**src/rtl/uart_tx_denetleyici.sv**
```systemverilog
// uart_tx_denetleyici: front-end for the UART transmitter.
// Two requesters share one TX FIFO through a round-robin arbiter.
// A two-state sequencer hands each byte to the transmitter and holds it
// stable for the whole frame. This block also owns tx_en and the baud
// divisor, and it changes the divisor only between frames.
module uart_tx_denetleyici #(
  parameter int          FIFO_DERINLIK       = 8,
  parameter logic [15:0] VARSAYILAN_BAUD_DIV = 16'd868
) (
  input  logic                             clk_i,
  input  logic                             rstn_i,
  input  logic                             istek0_gecerli_i,
  input  logic [7:0]                       istek0_veri_i,
  output logic                             istek0_hazir_o,
  input  logic                             istek1_gecerli_i,
  input  logic [7:0]                       istek1_veri_i,
  output logic                             istek1_hazir_o,
  input  logic                             ayar_yaz_i,
  input  logic                             ayar_tx_en_i,
  input  logic [15:0]                      ayar_baud_div_i,
  output logic                             tx_en_o,
  output logic [15:0]                      baud_div_o,
  output logic                             veri_gecerli_o,
  output logic [7:0]                       veri_o,
  input  logic                             consume_i,
  input  logic                             verici_hazir_i,
  output logic [$clog2(FIFO_DERINLIK):0]   fifo_doluluk_o,
  output logic                             mesgul_o
);

  localparam int AW = $clog2(FIFO_DERINLIK);
  localparam int DW = AW + 1;

  typedef enum logic {
    BOSTA      = 1'b0,
    GONDERIYOR = 1'b1
  } durum_t;

  durum_t          r_durum;
  durum_t          w_durum_sonraki;

  logic [7:0]      r_fifo [FIFO_DERINLIK];
  logic [AW-1:0]   r_yaz_ptr;
  logic [AW-1:0]   r_oku_ptr;
  logic [DW-1:0]   r_doluluk;

  logic            r_oncelik;
  logic [7:0]      r_tutulan;
  logic            r_tx_en;
  logic [15:0]     r_baud;
  logic [15:0]     r_bekleyen_baud;
  logic            r_bekleyen;

  logic            w_dolu;
  logic            w_bos;
  logic            w_grant0;
  logic            w_grant1;
  logic            w_push;
  logic            w_pop;
  logic [7:0]      w_push_veri;
  logic [7:0]      w_bas;
  logic            w_veri_gecerli;
  logic [7:0]      w_veri;

  assign w_dolu      = (r_doluluk == DW'(FIFO_DERINLIK));
  assign w_bos       = (r_doluluk == '0);
  assign w_bas       = r_fifo[r_oku_ptr];
  assign w_push      = w_grant0 | w_grant1;
  assign w_push_veri = w_grant0 ? istek0_veri_i : istek1_veri_i;

  // Round-robin arbiter: at most one grant per cycle, none while full (no bypass on a same-cycle pop)
  always_comb begin
    w_grant0 = 1'b0;
    w_grant1 = 1'b0;
    if (!w_dolu) begin
      if (istek0_gecerli_i && istek1_gecerli_i) begin
        if (r_oncelik) w_grant1 = 1'b1;
        else           w_grant0 = 1'b1;
      end else if (istek0_gecerli_i) begin
        w_grant0 = 1'b1;
      end else if (istek1_gecerli_i) begin
        w_grant1 = 1'b1;
      end
    end
  end

  // After a grant, priority passes to the requester that lost (or was idle)
  always_ff @(posedge clk_i or negedge rstn_i) begin
    if (!rstn_i) begin
      r_oncelik <= 1'b0;
    end else if (w_grant0) begin
      r_oncelik <= 1'b1;
    end else if (w_grant1) begin
      r_oncelik <= 1'b0;
    end
  end

  // FIFO storage: contents need no reset because occupancy and the empty mux guard every read
  always_ff @(posedge clk_i) begin
    if (w_push) begin
      r_fifo[r_yaz_ptr] <= w_push_veri;
    end
  end

  // FIFO pointers and occupancy; the pointers wrap naturally because the depth is a power of two
  always_ff @(posedge clk_i or negedge rstn_i) begin
    if (!rstn_i) begin
      r_yaz_ptr <= '0;
      r_oku_ptr <= '0;
      r_doluluk <= '0;
    end else begin
      if (w_push) r_yaz_ptr <= r_yaz_ptr + 1'b1;
      if (w_pop)  r_oku_ptr <= r_oku_ptr + 1'b1;
      case ({w_push, w_pop})
        2'b10:   r_doluluk <= r_doluluk + 1'b1;
        2'b01:   r_doluluk <= r_doluluk - 1'b1;
        default: r_doluluk <= r_doluluk;
      endcase
    end
  end

  // Sequencer state register
  always_ff @(posedge clk_i or negedge rstn_i) begin
    if (!rstn_i) begin
      r_durum <= BOSTA;
    end else begin
      r_durum <= w_durum_sonraki;
    end
  end

  // Sequencer next state and transmitter-facing outputs; a pending baud change blocks new frames
  always_comb begin
    w_durum_sonraki = r_durum;
    w_veri_gecerli  = 1'b0;
    w_veri          = 8'h00;
    w_pop           = 1'b0;
    case (r_durum)
      BOSTA: begin
        w_veri_gecerli = !w_bos && !r_bekleyen;
        if (!w_bos) w_veri = w_bas;
        if (consume_i && w_veri_gecerli) begin
          w_pop           = 1'b1;
          w_durum_sonraki = GONDERIYOR;
        end
      end
      GONDERIYOR: begin
        w_veri = r_tutulan;
        if (verici_hazir_i) w_durum_sonraki = BOSTA;
      end
      default: w_durum_sonraki = BOSTA;
    endcase
  end

  // Capture the byte at frame start so veri_o stays fixed while the transmitter shifts it out
  always_ff @(posedge clk_i or negedge rstn_i) begin
    if (!rstn_i) begin
      r_tutulan <= 8'h00;
    end else if (w_pop) begin
      r_tutulan <= w_bas;
    end
  end

  // Configuration: tx_en takes effect at once, the divisor waits for an idle cycle (last write wins)
  always_ff @(posedge clk_i or negedge rstn_i) begin
    if (!rstn_i) begin
      r_tx_en         <= 1'b0;
      r_baud          <= VARSAYILAN_BAUD_DIV;
      r_bekleyen_baud <= VARSAYILAN_BAUD_DIV;
      r_bekleyen      <= 1'b0;
    end else if (ayar_yaz_i) begin
      r_tx_en         <= ayar_tx_en_i;
      r_bekleyen_baud <= ayar_baud_div_i;
      r_bekleyen      <= 1'b1;
    end else if (r_bekleyen && (r_durum == BOSTA)) begin
      r_baud     <= r_bekleyen_baud;
      r_bekleyen <= 1'b0;
    end
  end

  assign istek0_hazir_o = w_grant0;
  assign istek1_hazir_o = w_grant1;
  assign tx_en_o        = r_tx_en;
  assign baud_div_o     = r_baud;
  assign veri_gecerli_o = w_veri_gecerli;
  assign veri_o         = w_veri;
  assign fifo_doluluk_o = r_doluluk;
  assign mesgul_o       = !w_bos || (r_durum == GONDERIYOR);

endmodule

```
**config.mk**
```make
export PLATFORM = sky130hd
export DESIGN_NAME = uart_tx_denetleyici
export DESIGN_NICKNAME = d
export VERILOG_FILES = /design/src/rtl/uart_tx_denetleyici.sv
export SDC_FILE = /design/constraint.sdc
export NUM_CORES = 1
export LEC_CHECK = 0
export ABC_CLOCK_PERIOD_IN_PS = 2680
export CAP_MARGIN = 20
export CORE_MARGIN = 2
export CORE_UTILIZATION = 42
export CTS_CLUSTER_DIAMETER = 30
export DETAILED_ROUTE_END_ITERATION = 8
export SKIP_LAST_GASP = 1
export SLEW_MARGIN = 40
export SYNTH_ARGS = -nofsm -noshare
export SYNTH_HDL_FRONTEND = slang
export SYNTH_SLANG_ARGS = --single-unit
```
**constraint.sdc**
```tcl
create_clock -name clk_i -period 2.68 [get_ports clk_i]
set_input_delay 0.402 -clock clk_i [delete_from_list [all_inputs] [get_ports clk_i]]
set_output_delay 0.402 -clock clk_i [all_outputs]
set_load 0.01 [all_outputs]
```
==> results of run 1 <==
[power by group through the flow]
stage	combinational [mW]	sequential, mW	clock (mW)
after floorplan	1.54	2.80	0
after global placement	2.53	2.80	0
after detailed placement	2.57	2.83	0
after CTS	2.63	2.81	2.33
after global routing	2.83	2.87	2.41
final	2.62	2.80	2.28
[state kept, by name (all words and copies together), names as in the netlist]
signal / cells
r_tutulan: 8
baud_div_o: 16
r_yaz_ptr: 3
r_oncelik: 1
r_durum: 1
tx_en_o: 1
r_bekleyen: 1
r_bekleyen_baud: 16
r_oku_ptr: 3
fifo_doluluk_o: 4
r_fifo: 64
[metrics by stage]
stage	instance area, µm²	setup WS, ns
floorplan	4960	0.159
global placement	5950	0.195
detailed placement	5950	0.153
CTS	6610	-0.0211
global route	6620	-0.0453
finish	6620	0.0301
[how the worst max path moves through the flow]
stage                                        startpoint                             to  slack (ns)  cells after the start
after floorplan           fifo_doluluk_o[1]$_DFFE_PN0P_  fifo_doluluk_o[2]$_DFFE_PN0P_        0.16                     12
after detailed placement       r_oku_ptr[0]$_DFFE_PN0P_                      veri_o[3]        0.15                      5
after global routing           r_oku_ptr[0]$_DFFE_PN0P_                      veri_o[2]       -0.05                      7
after CTS                      r_oku_ptr[0]$_DFFE_PN0P_                      veri_o[2]       -0.02                      7
final                          r_oku_ptr[0]$_DFFE_PN0P_                      veri_o[2]        0.03                      7
after global placement         r_oku_ptr[0]$_DFFE_PN0P_                      veri_o[3]        0.20                      5
[worst reg2reg max path: stages, from the launching register on]
cell     delay (ns)
dfrtp_1        0.46
or4_1          0.55
nand2_1        0.18
inv_1          0.11
ha_1           0.21
xor2_1         0.17
ha_1           0.18
a21oi_1        0.14
xor2_1         0.15
nor2_1         0.06
xor2_1         0.14
[metal layers]
metal,part of all wire,global-route usage,vias to the layer above
met1,0.46,0.213,1413
met3,0.048,0.0572,4
met4,0.0075,0.0561,0
li1,-,-,1278
met2,0.48,0.259,69
met5,0,0,-
[synth_stat cells]
master    instances  area [µm²]
buf_6             3        33.8
mux4_1            7         184
nand2b_1          3        18.8
a22o_1            7        61.3
nor3b_1           1        7.51
o21ai_0           2        10.0
mux2_4           15         225
dfstp_2          10         263
nor4bb_1          2        20.0
a22o_2            1        10.0
nor2_1            8        30.0
nor3b_2           1        12.5
o21a_1            1        7.51
inv_1             5        18.8
a21oi_1           4        20.0
a21o_1            1        7.51
nor4_1            1        6.26
ha_1              5        62.6
buf_2             3        15.0
a31oi_1           1        6.26
or4b_1            1        10.0
nand3b_1          1        7.51
dfrtp_1          44        1100
mux2i_1           1        10.0
buf_12            1        20.0
mux4_2            9         203
nand3_2           1        10.0
xor2_1            5        43.8
mux2_2           44         495
buf_1             1        3.75
xnor2_1           4        35.0
clkbuf_1          4        15.0
or4_1             1        7.51
edfxtp_1         64        1920
nand2_1          11        41.3
nor3_1            3        15.0
[repair_timing]
action | 4_1_cts | 5_1_grt
cloned | 1 | 0
buffers inserted | 8 | 0
hold endpoints to repair | 0 | 0
resized for setup | 39 | 4
endpoints found under the setup margin | 8 | 5
[kinds of logic after synthesis]
logic type                 count (synthesis)
AOI/OAI and AO/OA                         17
adders and majority gates                  5
buffers and inverters                     17
DFF                                      118
xor gates and xnor gates                   9
and+or+nand+nor                           34
muxes                                     76
[final cells by class]
type	instances	share of cell area
inverter	5	0.00284
tap	143	0.0270
timing repair buffer	102	0.146
clock buffer	18	0.0648
multi-input combinational	141	0.237
sequential	118	0.496
clock inverter	14	0.0266
==> run metrics, run 1 <==
status=complete, no violations; Layout area overhead=33.5%; via count=~2800; via/cell ratio=about 5; std cell rows=39; Seq pwr share=0.364; Slowest cell on crit path=mux4_2; Die Y-Extent=113 µm; startpoint types=register; Logic pwr share=0.340; post-synthesis instance total=about 280; # diodes=0; port bufs=72; Clock Path Buffers=2; commonest non-fill, non-tap cell in the layout=edfxtp_1; Final Util=0.577; R2R Path Start=fifo_doluluk_o[2]$_DFFE_PN0P_; worst-path maximum fanout=4; Worst-path clk slew=0.05 ns; final hold violations=0; first-pass GRT wire length=between 15000 and 20000 µm; clk root buf=clkbuf_16; Max VDD drop=570 µV; Max Slew Vio Count=0; initial antenna violation count=0; #FFs+latches synth=118; reg-to-reg endpoint=fifo_doluluk_o[2]$_DFFE_PN0P_; worst skew pair latency=0.41 ns; CTS Buf Count=17; WP data required=between 2 and 2.5 ns; Most common cell on crit path=buf_6; post-synthesis compound-gate area fraction=0.0247; worst path arrival time=2.25 ns; Residual DRC=0; Leakage=2.60 nW; DIE AREA=12700 µm²; CTS tree=yes; ANT nets after route=0; register area=3290 µm²; Setup Skew=about 0.0093 ns; Max Cap Viol=0; GRT Total Usage=0.164; clock group share of total power=0.296; worst path bufs/invs=4; Pwr per Cell Area=1160 nW/µm²; Tot Pwr=~7.7 mW; Peak Freq=0.377 GHz; most frequent cells in the layout=edfxtp_1 (64), clkdlybuf4s50_1 (63), dfrtp_1 (44); crit-path max cell delay=0.49 ns; # setup viols final=0; initial DRC count=155; I/O Pins=73; sequential-to-total area share from yosys stat=0.662; Syn Nets=321; Sw Ratio=0.282; reg2reg setup slack=roughly 0.21 ns; Hold Path Class=in -> async; hold buffers post-CTS=0; min cycle time layout=~2.6 ns; layout cells sized above 1=0.384; worst-margin pin slew=a little over 0.6 ns; DR pass1 iterations=4; Cell variety after synth=36; P_sw=2.17 mW; simple-gate share of the synthesized area=0.0376; Core Box Area=about 11000 µm²; worst setup path category=reg -> out; Worst slew margin=0.593; Largest delay share family, worst path=multiplexers; GRT overflow=0; Cell Int Power=5.53 mW; Hold Slack=around 0.0085 ns; Clock H-tree levels=4; mux contribution to synthesized area=0.225; Final GP Congestion=between 0.7 and 0.8; DP Wirelength=6450 µm; final non-filler cell total=541; reg2reg path depth=10; Starting Density=0.433; # fillers=847; number of global-route vias before repair=2968; RSZ-0062 raised after global routing=yes; Avg WL per Cell=approximately 18 µm; crit share post-route=0.989; YS warnings=0; final wirelength=9580 µm; placed cell count=500; # clock sinks=roughly 120; area of the multi-input gates=1570 µm²; critical-path cell list=buf_6 -> buf_6 -> buf_6 -> mux4_2 -> mux2_4 -> a22o_1 -> buf_2; synthesized cell area=between 4000 and 5000 µm²; main combinational cell family by area after synthesis=multiplexers; Synth Area in Adders=0.0126; Post-Synth XOR/XNOR Area=0.0159; Die W=around 110 µm; Worst Setup End Kind=output port; Nets=430; largest net degree at the start of global routing=31; setup TNS=0 ns; Post-Syn Area per Cell=18.0 µm²
Power figures use the tool's default switching activity.
==> run 2, diff against run 1 <==
Settings changed: CTS_BUF_LIST set to sky130_fd_sc_hd__clkbuf_4 sky130_fd_sc_hd__clkbuf_8 sky130_fd_sc_hd__clkbuf_16, CTS_CLUSTER_DIAMETER 30 to not set, SLEW_MARGIN 40 to not set.
==> run 2 against run 1 <==
Effect of this change:
- critical path type unchanged
- power rose by 0.14%
- maximum frequency hardly changed
- largest power group unchanged
- global-route usage did not move
- register-to-register slack is essentially flat
- first-iteration DRC count up 0.65%
- final area is essentially flat
- sequential power about the same
- hold slack worse by 0.00096 ns
- combinational power about the same
- setup slack worse by 0.0019 ns
- via count barely moved
- sequential cell count stayed put
==> run metrics, run 2 (synthesis results as in run 1) <==
Worst Setup End Kind=output port; pre-CTS setup slack=0.153 ns (unchanged); register area=3290 µm² (unchanged); Hold Path Class=in -> async; most frequent cells in the layout=edfxtp_1 (64), clkdlybuf4s50_1 (63), dfrtp_1 (44); worst-margin pin slew=0.611 ns (+0.000000298 ns); crit share post-route=0.989 (about the same); startpoint types=register; largest net degree at the start of global routing=31 (unchanged); Worst slew margin=0.593 (about the same); # setup viols final=0 (unchanged); port bufs=72 (unchanged); Design Area, Final=6620 µm² (about the same); std cell rows=39 (unchanged); Leakage=2.61 nW (+0.13%); CTS tree=yes; worst path arrival time=2.25 ns (about the same); clk root buf=clkbuf_16; final wirelength=9590 µm (about the same); min cycle time layout=2.65 ns (+0.00189 ns); Clock Path Buffers=2 (unchanged); Avg WL per Cell=17.7 µm (about the same); Nets=430 (unchanged); # diodes=0 (unchanged); Tot Pwr=7.71 mW (+0.14%); CTS Buf Count=17 (unchanged); status=complete, no violations; Slowest cell on crit path=mux4_2; # clock sinks=118 (unchanged); crit-path max cell delay=0.49 ns (about the same); commonest non-fill, non-tap cell in the layout=edfxtp_1; Pwr per Cell Area=1160 nW/µm² (about the same); GRT overflow=0 (unchanged); Max VDD drop=572 µV (+0.26%); Die Y-Extent=113 µm (unchanged); DR pass1 iterations=4 (unchanged); final hold violations=0 (unchanged); worst setup path category=reg -> out; initial DRC count=156 (+0.65%); hold buffers post-CTS=0 (unchanged); Final GP Congestion=0.710 (unchanged); Largest register FFs=64 (unchanged); I/O Pins=73 (unchanged); Die W=113 µm (unchanged); DP Wirelength=6450 µm (unchanged); number of global-route vias before repair=2968 (unchanged); layout cells sized above 1=0.387 (+0.00251); worst path bufs/invs=4 (unchanged); area of the multi-input gates=1570 µm² (unchanged); Residual DRC=0 (unchanged); via/cell ratio=5.11 (about the same); worst skew pair latency=0.41 ns (about the same); RSZ-0062 raised after global routing=yes; first-pass GRT wire length=15700 µm (unchanged); worst-path maximum fanout=4 (unchanged); # fillers=845 (-0.24%); initial antenna violation count=0 (unchanged); Peak Freq=0.377 GHz (about the same); Largest delay share family, worst path=multiplexers; Setup Skew=0.0123 ns (+0.00293 ns); Layout area overhead=33.6% (about the same); Hold Slack=0.00754 ns (-0.000963 ns); Max Slew Vio Count=0 (unchanged); Clock H-tree levels=4 (unchanged); WP data required=2.28 ns (about the same); Core Box Area=11500 µm² (unchanged); setup slack after layout=0.0282 ns (-0.00189 ns); critical-path cell list=buf_6 -> buf_6 -> buf_6 -> mux4_2 -> mux2_4 -> a22o_1 -> buf_2; Max Cap Viol=0 (unchanged); Starting Density=0.433 (unchanged); GRT Total Usage=0.164 (unchanged); via count=2766 (+0.072%); Most common cell on crit path=buf_6; Area after DPL=5950 µm² (unchanged); Worst-path clk slew=0.05 ns (about the same); most flop-heavy register=r_fifo; DIE AREA=12700 µm² (unchanged); ANT nets after route=0 (unchanged)
[run 2: cell count changes in the layout (fill, tap and decap cells not counted)]
cell,previous run,this run
clkbuf_4,0,1
clkbuf_1,1,0
[run 2: per-stage QoR]
stage | utilization | instances | setup TNS, ns
4_1_cts | 0.577 | 541 | -0.0211
6_report | 0.578 | 541 | 0
2_1_floorplan | - | 276 | 0
5_1_grt | 0.578 | 541 | -0.0480
3_5_place_dp | 0.519 | 500 | 0
3_3_place_gp | 0.519 | 500 | 0
[run 2: final timing paths]
path,start,to,slack [ns],cells past startpoint
worst max-delay path,r_oku_ptr[0]$_DFFE_PN0P_,veri_o[2],0.03,7
worst min-delay path,rstn_i,baud_div_o[3]$_DFFE_PN0P_,0.008,1
worst max register to register,fifo_doluluk_o[2]$_DFFE_PN0P_,fifo_doluluk_o[2]$_DFFE_PN0P_,0.21,10
worst min register to register,r_bekleyen_baud[13]$_DFFE_PN0P_,r_bekleyen_baud[13]$_DFFE_PN0P_,0.50,1
max in group asynchronous,rstn_i,r_bekleyen_baud[8]$_DFFE_PN1P_,2.03,2
min in group clk_i,r_bekleyen_baud[13]$_DFFE_PN0P_,r_bekleyen_baud[13]$_DFFE_PN0P_,0.50,1
[run 2: per-layer routing]
layer  up-vias  routed length, µm  GRT usage
li1       1278                  -          -
met1      1411               4400      0.213
met2        73               4640      0.259
met3         4                480     0.0572
met4         0                 72     0.0561
met5         -                  0          0
[run 2: area by class of cell]
| cell class | count | share of cell area |
|---|---|---|
| clock buffers | 18 | 0.0654 |
| clock inverters | 14 | 0.0266 |
| inverters | 5 | 0.00283 |
| multi-input cells | 141 | 0.237 |
| flip-flops and latches | 118 | 0.496 |
| well taps | 143 | 0.0270 |
| repair buffers | 102 | 0.145 |
[run 2: report_power, final]
group | internal [mW] | switching [mW]
combinational | 1.55 | 1.07
clock | 1.48 | 0.813
sequential | 2.51 | 0.292
[run 2: timing repair]
item / in CTS / in global routing
setup endpoints to repair: 8 / 5
gates resized for setup: 39 / 4
buffers inserted: 8 / 0
cloned: 1 / 0
